<file path="config.mk">
export PLATFORM = sky130hd
export DESIGN_NAME = collision_detector
export DESIGN_NICKNAME = d
export VERILOG_FILES = /design/src/rtl/flappy_pkg.sv /design/src/rtl/pipe_hit_check.sv /design/src/rtl/collision_detector.sv
export SDC_FILE = /design/constraint.sdc
export NUM_CORES = 1
export LEC_CHECK = 0
export BUFFER_PORTS_ARGS = -buffer_cell sky130_fd_sc_hd__buf_2
export CORE_MARGIN = 3
export CORE_UTILIZATION = 50
export CTS_BUF_LIST = sky130_fd_sc_hd__clkbuf_16
export DETAILED_ROUTE_END_ITERATION = 8
export PLACE_DENSITY = 0.83
export SKIP_LAST_GASP = 1
export SYNTH_ARGS = -nofsm -noshare
export SYNTH_HDL_FRONTEND = slang
export SYNTH_SLANG_ARGS = --single-unit
</file>
<file path="constraint.sdc">
create_clock -name clk -period 5.4 [get_ports clk]
set_input_delay 0 -clock clk [delete_from_list [all_inputs] [get_ports clk]]
set_output_delay 0 -clock clk [all_outputs]
set_load 0.02 [all_outputs]
</file>
<file path="src/rtl/flappy_pkg.sv">
// +----------------------------------------------------------------------------+
// | flappy_pkg : shared scan states and playfield geometry                     |
// | Rev 1.0                                                                    |
// +----------------------------------------------------------------------------+
`default_nettype none

package flappy_pkg;

    typedef enum logic [1:0] {
        IDLE = 2'd0,
        SCAN = 2'd1,
        DONE = 2'd2
    } cd_state_e;

    localparam int BIRD_X   = 160;
    localparam int BIRD_W   = 16;
    localparam int BIRD_H   = 16;
    localparam int PIPE_W   = 32;
    localparam int SCREEN_H = 480;

endpackage

`default_nettype wire

</file>
<file path="src/rtl/pipe_hit_check.sv">
// +----------------------------------------------------------------------------+
// | pipe_hit_check : combinational bird-box vs. one pipe column/gap test       |
// | Rev 1.0                                                                    |
// +----------------------------------------------------------------------------+
`default_nettype none

module pipe_hit_check
    import flappy_pkg::*;
#(
    parameter int X_W = 10,
    parameter int Y_W = 9
) (
    input  logic [Y_W-1:0] bird_y,
    input  logic [X_W-1:0] pipe_x,
    input  logic [Y_W-1:0] gap_top,
    input  logic [Y_W-1:0] gap_bot,
    input  logic           pipe_valid,
    output logic           hit
);

    // One extra bit of headroom so edge sums never wrap
    localparam logic [X_W:0] BIRD_L  = (X_W+1)'(BIRD_X);
    localparam logic [X_W:0] BIRD_R  = (X_W+1)'(BIRD_X + BIRD_W);
    localparam logic [X_W:0] PIPE_WX = (X_W+1)'(PIPE_W);
    localparam logic [Y_W:0] BIRD_HB = (Y_W+1)'(BIRD_H - 1);

    logic [X_W:0] px;
    logic [Y_W:0] by;
    logic         x_overlap;
    logic         y_miss;

    assign px        = {1'b0, pipe_x};
    assign by        = {1'b0, bird_y};
    assign x_overlap = (px < BIRD_R) && ((px + PIPE_WX) > BIRD_L);
    assign y_miss    = (by < {1'b0, gap_top}) || ((by + BIRD_HB) > {1'b0, gap_bot});
    assign hit       = pipe_valid && x_overlap && y_miss;

endmodule

`default_nettype wire

</file>
<file path="src/rtl/collision_detector.sv">
// +----------------------------------------------------------------------------+
// | collision_detector : per-frame pipe-table scan driving a sticky collision  |
// | flag. Optional pass counter enabled by defining SCORE_EN.                  |
// | Rev 1.0                                                                    |
// +----------------------------------------------------------------------------+
`default_nettype none

module collision_detector
    import flappy_pkg::*;
#(
    parameter  int NUM_PIPES = 4,
    parameter  int X_W       = 10,
    parameter  int Y_W       = 9,
    localparam int IDX_W     = (NUM_PIPES > 1) ? $clog2(NUM_PIPES) : 1
) (
    input  logic             clk,
    input  logic             reset,
    input  logic             frame_tick,
    input  logic             restart,
    input  logic [Y_W-1:0]   bird_y,
    output logic [IDX_W-1:0] pipe_idx,
    output logic             pipe_rd,
    input  logic             pipe_valid,
    input  logic [X_W-1:0]   pipe_x,
    input  logic [Y_W-1:0]   gap_top,
    input  logic [Y_W-1:0]   gap_bot,
    output logic             collision,
    output logic             check_done,
    output logic [7:0]       score
);

    localparam logic [IDX_W-1:0] LAST_IDX  = IDX_W'(NUM_PIPES - 1);
    localparam logic [Y_W:0]     BIRD_HY   = (Y_W+1)'(BIRD_H);
    localparam logic [Y_W:0]     SCREEN_HY = (Y_W+1)'(SCREEN_H);

    cd_state_e        state;
    logic [Y_W-1:0]   bird_q;
    logic             data_vld;
    logic [IDX_W-1:0] eval_idx;
    logic             pipe_hit;
    logic             bounds_hit;
    logic             first_scan;
    logic             hit_now;

    pipe_hit_check #(
        .X_W (X_W),
        .Y_W (Y_W)
    ) u_hit (
        .bird_y     (bird_q),
        .pipe_x     (pipe_x),
        .gap_top    (gap_top),
        .gap_bot    (gap_bot),
        .pipe_valid (pipe_valid),
        .hit        (pipe_hit)
    );

    assign bounds_hit = (bird_q == '0) || (({1'b0, bird_q} + BIRD_HY) > SCREEN_HY);
    assign first_scan = pipe_rd && (pipe_idx == '0);
    assign hit_now    = (state == SCAN) &&
                        ((first_scan && bounds_hit) || (data_vld && pipe_hit));

    // Slot k's data returns the cycle after its read, so eval trails issue by one
    always_ff @(posedge clk or negedge reset) begin
        if (!reset) begin
            state      <= IDLE;
            bird_q     <= '0;
            pipe_idx   <= '0;
            pipe_rd    <= 1'b0;
            data_vld   <= 1'b0;
            eval_idx   <= '0;
            collision  <= 1'b0;
            check_done <= 1'b0;
        end else if (restart) begin
            state      <= IDLE;
            pipe_idx   <= '0;
            pipe_rd    <= 1'b0;
            data_vld   <= 1'b0;
            eval_idx   <= '0;
            collision  <= 1'b0;
            check_done <= 1'b0;
        end else begin
            check_done <= 1'b0;
            data_vld   <= pipe_rd;
            eval_idx   <= pipe_idx;
            if (hit_now) begin
                collision <= 1'b1;
            end
            case (state)
                IDLE: begin
                    if (frame_tick && !collision) begin
                        bird_q   <= bird_y;
                        pipe_idx <= '0;
                        pipe_rd  <= 1'b1;
                        state    <= SCAN;
                    end
                end
                SCAN: begin
                    if (pipe_rd) begin
                        if (pipe_idx == LAST_IDX) begin
                            pipe_rd <= 1'b0;
                        end else begin
                            pipe_idx <= pipe_idx + IDX_W'(1);
                        end
                    end
                    if (data_vld && (eval_idx == LAST_IDX)) begin
                        check_done <= 1'b1;
                        state      <= DONE;
                    end
                end
                DONE: begin
                    state <= IDLE;
                end
                default: begin
                    state <= IDLE;
                end
            endcase
        end
    end

`ifdef SCORE_EN
    localparam logic [X_W:0] BIRD_LX = (X_W+1)'(BIRD_X);
    localparam logic [X_W:0] PIPE_WX = (X_W+1)'(PIPE_W);

    logic [NUM_PIPES-1:0] passed;
    logic                 pipe_behind;

    assign pipe_behind = ({1'b0, pipe_x} + PIPE_WX) <= BIRD_LX;

    // A slot counts once; it re-arms when its pipe respawns ahead or empties
    always_ff @(posedge clk or negedge reset) begin
        if (!reset) begin
            passed <= '0;
            score  <= '0;
        end else if (restart) begin
            passed <= '0;
            score  <= '0;
        end else if ((state == SCAN) && data_vld) begin
            if (!pipe_valid || !pipe_behind) begin
                passed[eval_idx] <= 1'b0;
            end else if (!collision && !passed[eval_idx]) begin
                passed[eval_idx] <= 1'b1;
                if (score != 8'hFF) begin
                    score <= score + 8'd1;
                end
            end
        end
    end
`else
    assign score = 8'd0;
`endif

endmodule

`default_nettype wire

</file>
## After elaboration in Yosys (flattened, before gate mapping)

Index checks and enable logic that the tools add are counted.

- Add/subtract/negate cells: 4
- $lt $le $gt $ge: 5
- Eq/ne operators: 7
- Mux-type cells: 21
- Bitwise logic cells: 1
- Reductions and logical operators: 22

Operators with widths:

| operator | count |
|---|---|
| two-way mux 2 bit | 8 |
| adder 10 x 6 -> 11 bit, second input constant | 1 |
| greater-than comparator 11 x 8 -> 1 bit, second input constant | 1 |
| adder 9 x 4 -> 10 bit, second input constant | 1 |
| adder 9 x 5 -> 10 bit, second input constant | 1 |
| greater-than comparator 10 x 9 -> 1 bit | 1 |
| greater-than comparator 10 x 9 -> 1 bit, second input constant | 1 |
| < comparator 10 x 8 -> 1 bit, second input constant | 1 |
| two-way mux 1 bit | 10 |
| logical AND 1 bit | 9 |
| logical NOT 9 bit | 1 |
| < comparator 9 bit | 1 |
| inequality test 3 bit, second input constant | 3 |
| one-hot mux 2 bit (2 select lines) | 2 |
| equality test 2 bit, second input constant | 2 |
| logical NOT 2 bit | 2 |
| AND reduction 2 bit | 2 |
| AND reduction 4 bit | 1 |
| logical OR 1 bit | 3 |
| inequality test 3 x 2 -> 1 bit, second input constant | 1 |
| AND reduction 3 bit | 1 |
| nonzero test 3 bit | 1 |
| adder 2 x 1 -> 2 bit, second input constant | 1 |
| equality test 2 x 1 -> 1 bit, second input constant | 1 |
| other kinds (4) | 4 |

- Flip-flop bits (word level): 19
- Input port bits: 42
- Output and inout bits: 13
- Word-level logic and storage cells: 68

## Longest topological paths before layout

- Depth in word-level cells: 10
- Gate-level depth with buffers: 11
- Depth with buffers taken out: 11

## Cells and area by module

A second synthesis with hierarchy kept.

- Cell total of the unflattened synthesis: 169
- Area, all modules: 1,586.5 um^2

By module, submodules not included:

| module | times used | cells each | area an instance (um^2) | sequential area each (um^2) |
|---|---|---|---|---|
| collision_detector | 1 | 83 | 972.2 | 475.5 |
| pipe_hit_check | 1 | 86 | 614.3 | 0.0 |

## Worst setup path before layout

OpenSTA, ideal clock, no wires.

- Path type: reg2reg
- From: register bird_q[2]
- To: register collision
- Setup time: 131 ps
- Data arrival time: 2,174 ps
- Required time: 5,269 ps
- Path slack: 3,095 ps
- Stages on the path, launching flop included: 9
- Buffers on the path: 0
- Period minus slack after synthesis: 2,305 ps
- Cells stage by stage: dfrtp_1 > or4_1 > nand2_1 > xnor2_1 > ha_1 > and4_1 > a221o_1 > a21oi_1 > o211ai_1

- Longest elaborated chain between the ends: 8
- Elaborated cells between the ends (all ways): 14
- Those cells by class: add/sub (2); order compare (3); reduce/logical (9)

RTL lines:

| item | line | text |
|---|---|---|
| start, declared | collision_detector.sv:37 | `logic [Y_W-1:0] bird_q;` |
| start signal, assigned | collision_detector.sv:91 | `bird_q <= bird_y;` |
| adder 9 x 4 -> 10 bit | pipe_hit_check.sv:35 | `assign y_miss = (by < {1'b0, gap_top}) \|\| ((by + BIRD_HB) > {1'b0, gap_bot});` |
| greater-than comparator 10 x 9 -> 1 bit | pipe_hit_check.sv:35 |  |
| logical OR 1 bit | pipe_hit_check.sv:35 |  |
| logical AND 1 bit | pipe_hit_check.sv:36 | `assign hit = pipe_valid && x_overlap && y_miss;` |
| logical AND 1 bit | collision_detector.sv:60 | `((first_scan && bounds_hit) \|\| (data_vld && pipe_hit));` |
| logical OR 1 bit * | collision_detector.sv:60 |  |
| logical AND 1 bit * | collision_detector.sv:59 | `assign hit_now = (state == SCAN) &&` |
| nonzero test 2 bit (no line) * | -- |  |
| end signal, assigned | collision_detector.sv:71 | `collision <= 1'b0;` |
| end signal, assigned | collision_detector.sv:79 | `collision <= 1'b0;` |
| end signal, assigned | collision_detector.sv:86 | `collision <= 1'b1;` |
| end, declared | collision_detector.sv:27 | `output logic collision,` |

Every way passes the cells marked *; elsewhere a longest branch is shown, timed or not.
A chain may end at the register's enable or synchronous reset.

## Worst setup path after layout

Same ends and word-level chain as after synthesis.

==> results.toml <==
[global_routing]
grt_max_degree = 20
antenna_found_initial = 0
grt.total_usage_pct = 21.8
grt_pass1_vias = 1364
grt_pass1_wl_um = 6140
grt_overflow_total = 0

[critical_path]
cpLargestDelayFamily = "compound AO/OA/AOI/OAI gates"
reg2reg_to = "collision"
worst_path_most_repeated_cell = "o211ai_1"
reg2reg_from = "bird_q[2]"
rrSetupSlack_ns = 2.91
critPathLaunch = "bird_q[2]"
crit_type = "flip-flop to flip-flop"
cpPeakStageDelay_ns = 0.60
cp.arrival_ns = 2.61
cp_max_fo = 7
reg2reg_depth = 9
cp-end-kind = "flip-flop"
cp.required_ns = 5.52
crit_chain = "or4_1 -> nand2b_1 -> xnor2_1 -> ha_1 -> a21o_1 -> a211oi_1 -> o211ai_1 -> a21oi_1 -> o211ai_1"
crit_end = "collision"
path_depth = 9
cpMaxStageDelayCell = "or4_1"
worstPathBufferInverterCount = 0
cp-start-kind = "flip-flop"

[cells_and_area]
syn2layout_area_growth_pct = 27.3
diodes = 0
fin_nets = 305
drive_above_1_share_pct = 25.2

[synth]
synth_seq_cells = 19
synthesis.area_um2 = 1570
synth_most_common_cell = "inv_1"
ys_async_sr_fraction_pct = 100
syn_inst = 180
synth_ff_type = "dfrtp_1"
avgSynthCellArea_um2 = 8.70
synth_edf_count = 0
yosysUniqueCellTypes = 43
synth_top_cells_by_count = "28 x inv_1, 24 x ha_1, 19 x dfrtp_1"
yosysTopAreaCellShare_pct = 30.4
synth_area_leader_cell = "dfrtp_1"
yosys_warnings = 0
ys_seq_area_share_pct = 30.4
yosys-top-cells-area = "dfrtp_1 30%, ha_1 19%, inv_1 6.7%"

[floorplanning]
die_area_um2 = 3840
ioPinCount = 55
coreArea_um2 = 2880
num_rows = 19
die_x_um = 62.0
die_h_um = 62.0
initial_utilization_pct = 54.5

[timing]
fmax_mhz = 402
rsz0062_at_grt = "no"
fin_crit_sh_pct = 46.0
min_period_ns = 2.49
setup_viol = 0
clock-skew-final_ns = 0.00253
final_max_slew_viol_count = 0
relSlewSlack_pct = 65.3
finalSetupTns_ns = 0
hold_viol = 0
worst_hold_slack_ns = 0.0519
fin_ws_ns = 2.91
tightest_slew_ns = 0.515

[drt]
vias_per_cell = 5.16
avgRoutedWirePerCell_um = 13.8
drcViolationCount = 0
wirelength_um = 3850
via_count = 1446
antenna_left = 0
drtIter0Drc = 51
first_pass_iters = 4

[placed_design]
dpl_worst_slack_ns = 2.93
gp_congestion = 0.881
dp_hpwl_um = 2960
port_buffers = 46

[clocking]
numClockSinks = 19
clock-root-buffer = "clkbuf_16"
htree_levels = 1
cts_buffers = 3
cts_tree = "built"
post_cts_resized = 0
clock_path_buffers = 2
path_clk_slew_ns = 0.06
clk_latency_ns = 0.25

[flow_run]
max_cap_violations = 0

[pwr]
p_leak_nw = 1.07
power_uw = 556
peakVddDrop_uv = 165
p_per_area_nw_per_um2 = 279

[hold_path]
min_path_cells = 2
min-delay-path-class = "input pin to flip-flop"

[status]
outcome = "complete, no violations"
==> placed cells by master (no fill, tap or decap), types with 3 or more instances in the layout <==
cell           Yosys  layout
inv_1             28      28
nor2b_1            3       3
buf_2              0      46
dfrtp_1           19      19
xnor2_1            5       5
ha_1              24      24
or4_1              3       3
nand2b_1           3       3
dlygate4sd3_1      0      10
nand2_1           14      14
and3_1             3       3
a21oi_1            6       6
nor2_1            11      11
clkbuf_16          0       3
nand3_1            7       7
o21ai_0            8       8
conb_1             1       8
mux2_2             4       4
==> kinds of logic after synthesis <==
| kind of cell | share of synthesized area [%] |
|---|---|
| compound gates | 13.9 |
| xor+xnor | 3.91 |
| fa+ha+maj | 19.8 |
| buf+inv | 11.1 |
| flops | 30.4 |
| mux | 2.88 |
| other cells | 0.239 |
| simple gates | 17.8 |
==> worst reg2reg max path: stages, from the launching register on <==
cell      delay [ns]
dfrtp_1         0.45
or4_1           0.60
nand2b_1        0.14
xnor2_1         0.13
ha_1            0.25
a21o_1          0.18
a211oi_1        0.24
o211ai_1        0.12
a21oi_1         0.14
o211ai_1        0.12
==> where the power goes <==
group          switching (mW)  total, mW  internal (mW)
sequential             0.0358      0.197          0.161
clock                  0.0532      0.152         0.0993
combinational           0.107      0.207          0.100
==> cell type report <==
cell class / instances / area (um2)
Clock buffer: 3 / 75.1
Clock inverter: 1 / 5.00
Fill cell: 242 / 882
Inverter: 28 / 105
Multi-Input combinational cell: 130 / 943
Sequential cell: 19 / 475
Tap cell: 42 / 52.6
Timing Repair Buffer: 57 / 338
==> per-stage QoR <==
stage          util (%)  cells  area (um2)
6_report           69.3    280        1990
5_1_grt            69.3    280        1990
3_5_place_dp       63.1    266        1810
2_1_floorplan         -    187        1590
3_3_place_gp       63.1    266        1810
4_1_cts            69.3    280        1990
==> repair_timing <==
action,4_1_cts,5_1_grt
hold buffers,10,0
hold endpoints to repair,28,0
endpoints found under the setup margin,0,0
buffers inserted,0,0
==> how the worst min path moves through the flow <==
stage / slack, ns / to / from
6_report: 0.05 / data_vld / restart
5_1_grt: 0.06 / data_vld / restart
4_1_cts: 0.04 / data_vld / restart
3_5_place_dp: -0.03 / data_vld / reset
3_3_place_gp: -0.04 / data_vld / reset
2_1_floorplan: -0.30 / bird_q[0] / reset
==> registers in the layout, indices dropped and copies added (netlist names) <==
register    flops
state           2
pipe_idx        2
pipe_rd         1
collision       1
data_vld        1
eval_idx        2
check_done      1
bird_q          9
==> routing by layer <==
| layer | wire, um | vias to the layer above | global-route usage (%) |
|---|---|---|---|
| li1 | - | 721 | - |
| met1 | 1700 | 665 | 28.0 |
| met2 | 1880 | 50 | 37.0 |
| met3 | 193 | 10 | 3.51 |
| met4 | 82 | 0 | 7.27 |
| met5 | 0 | - | 0 |
Power figures use the tool's default switching activity.
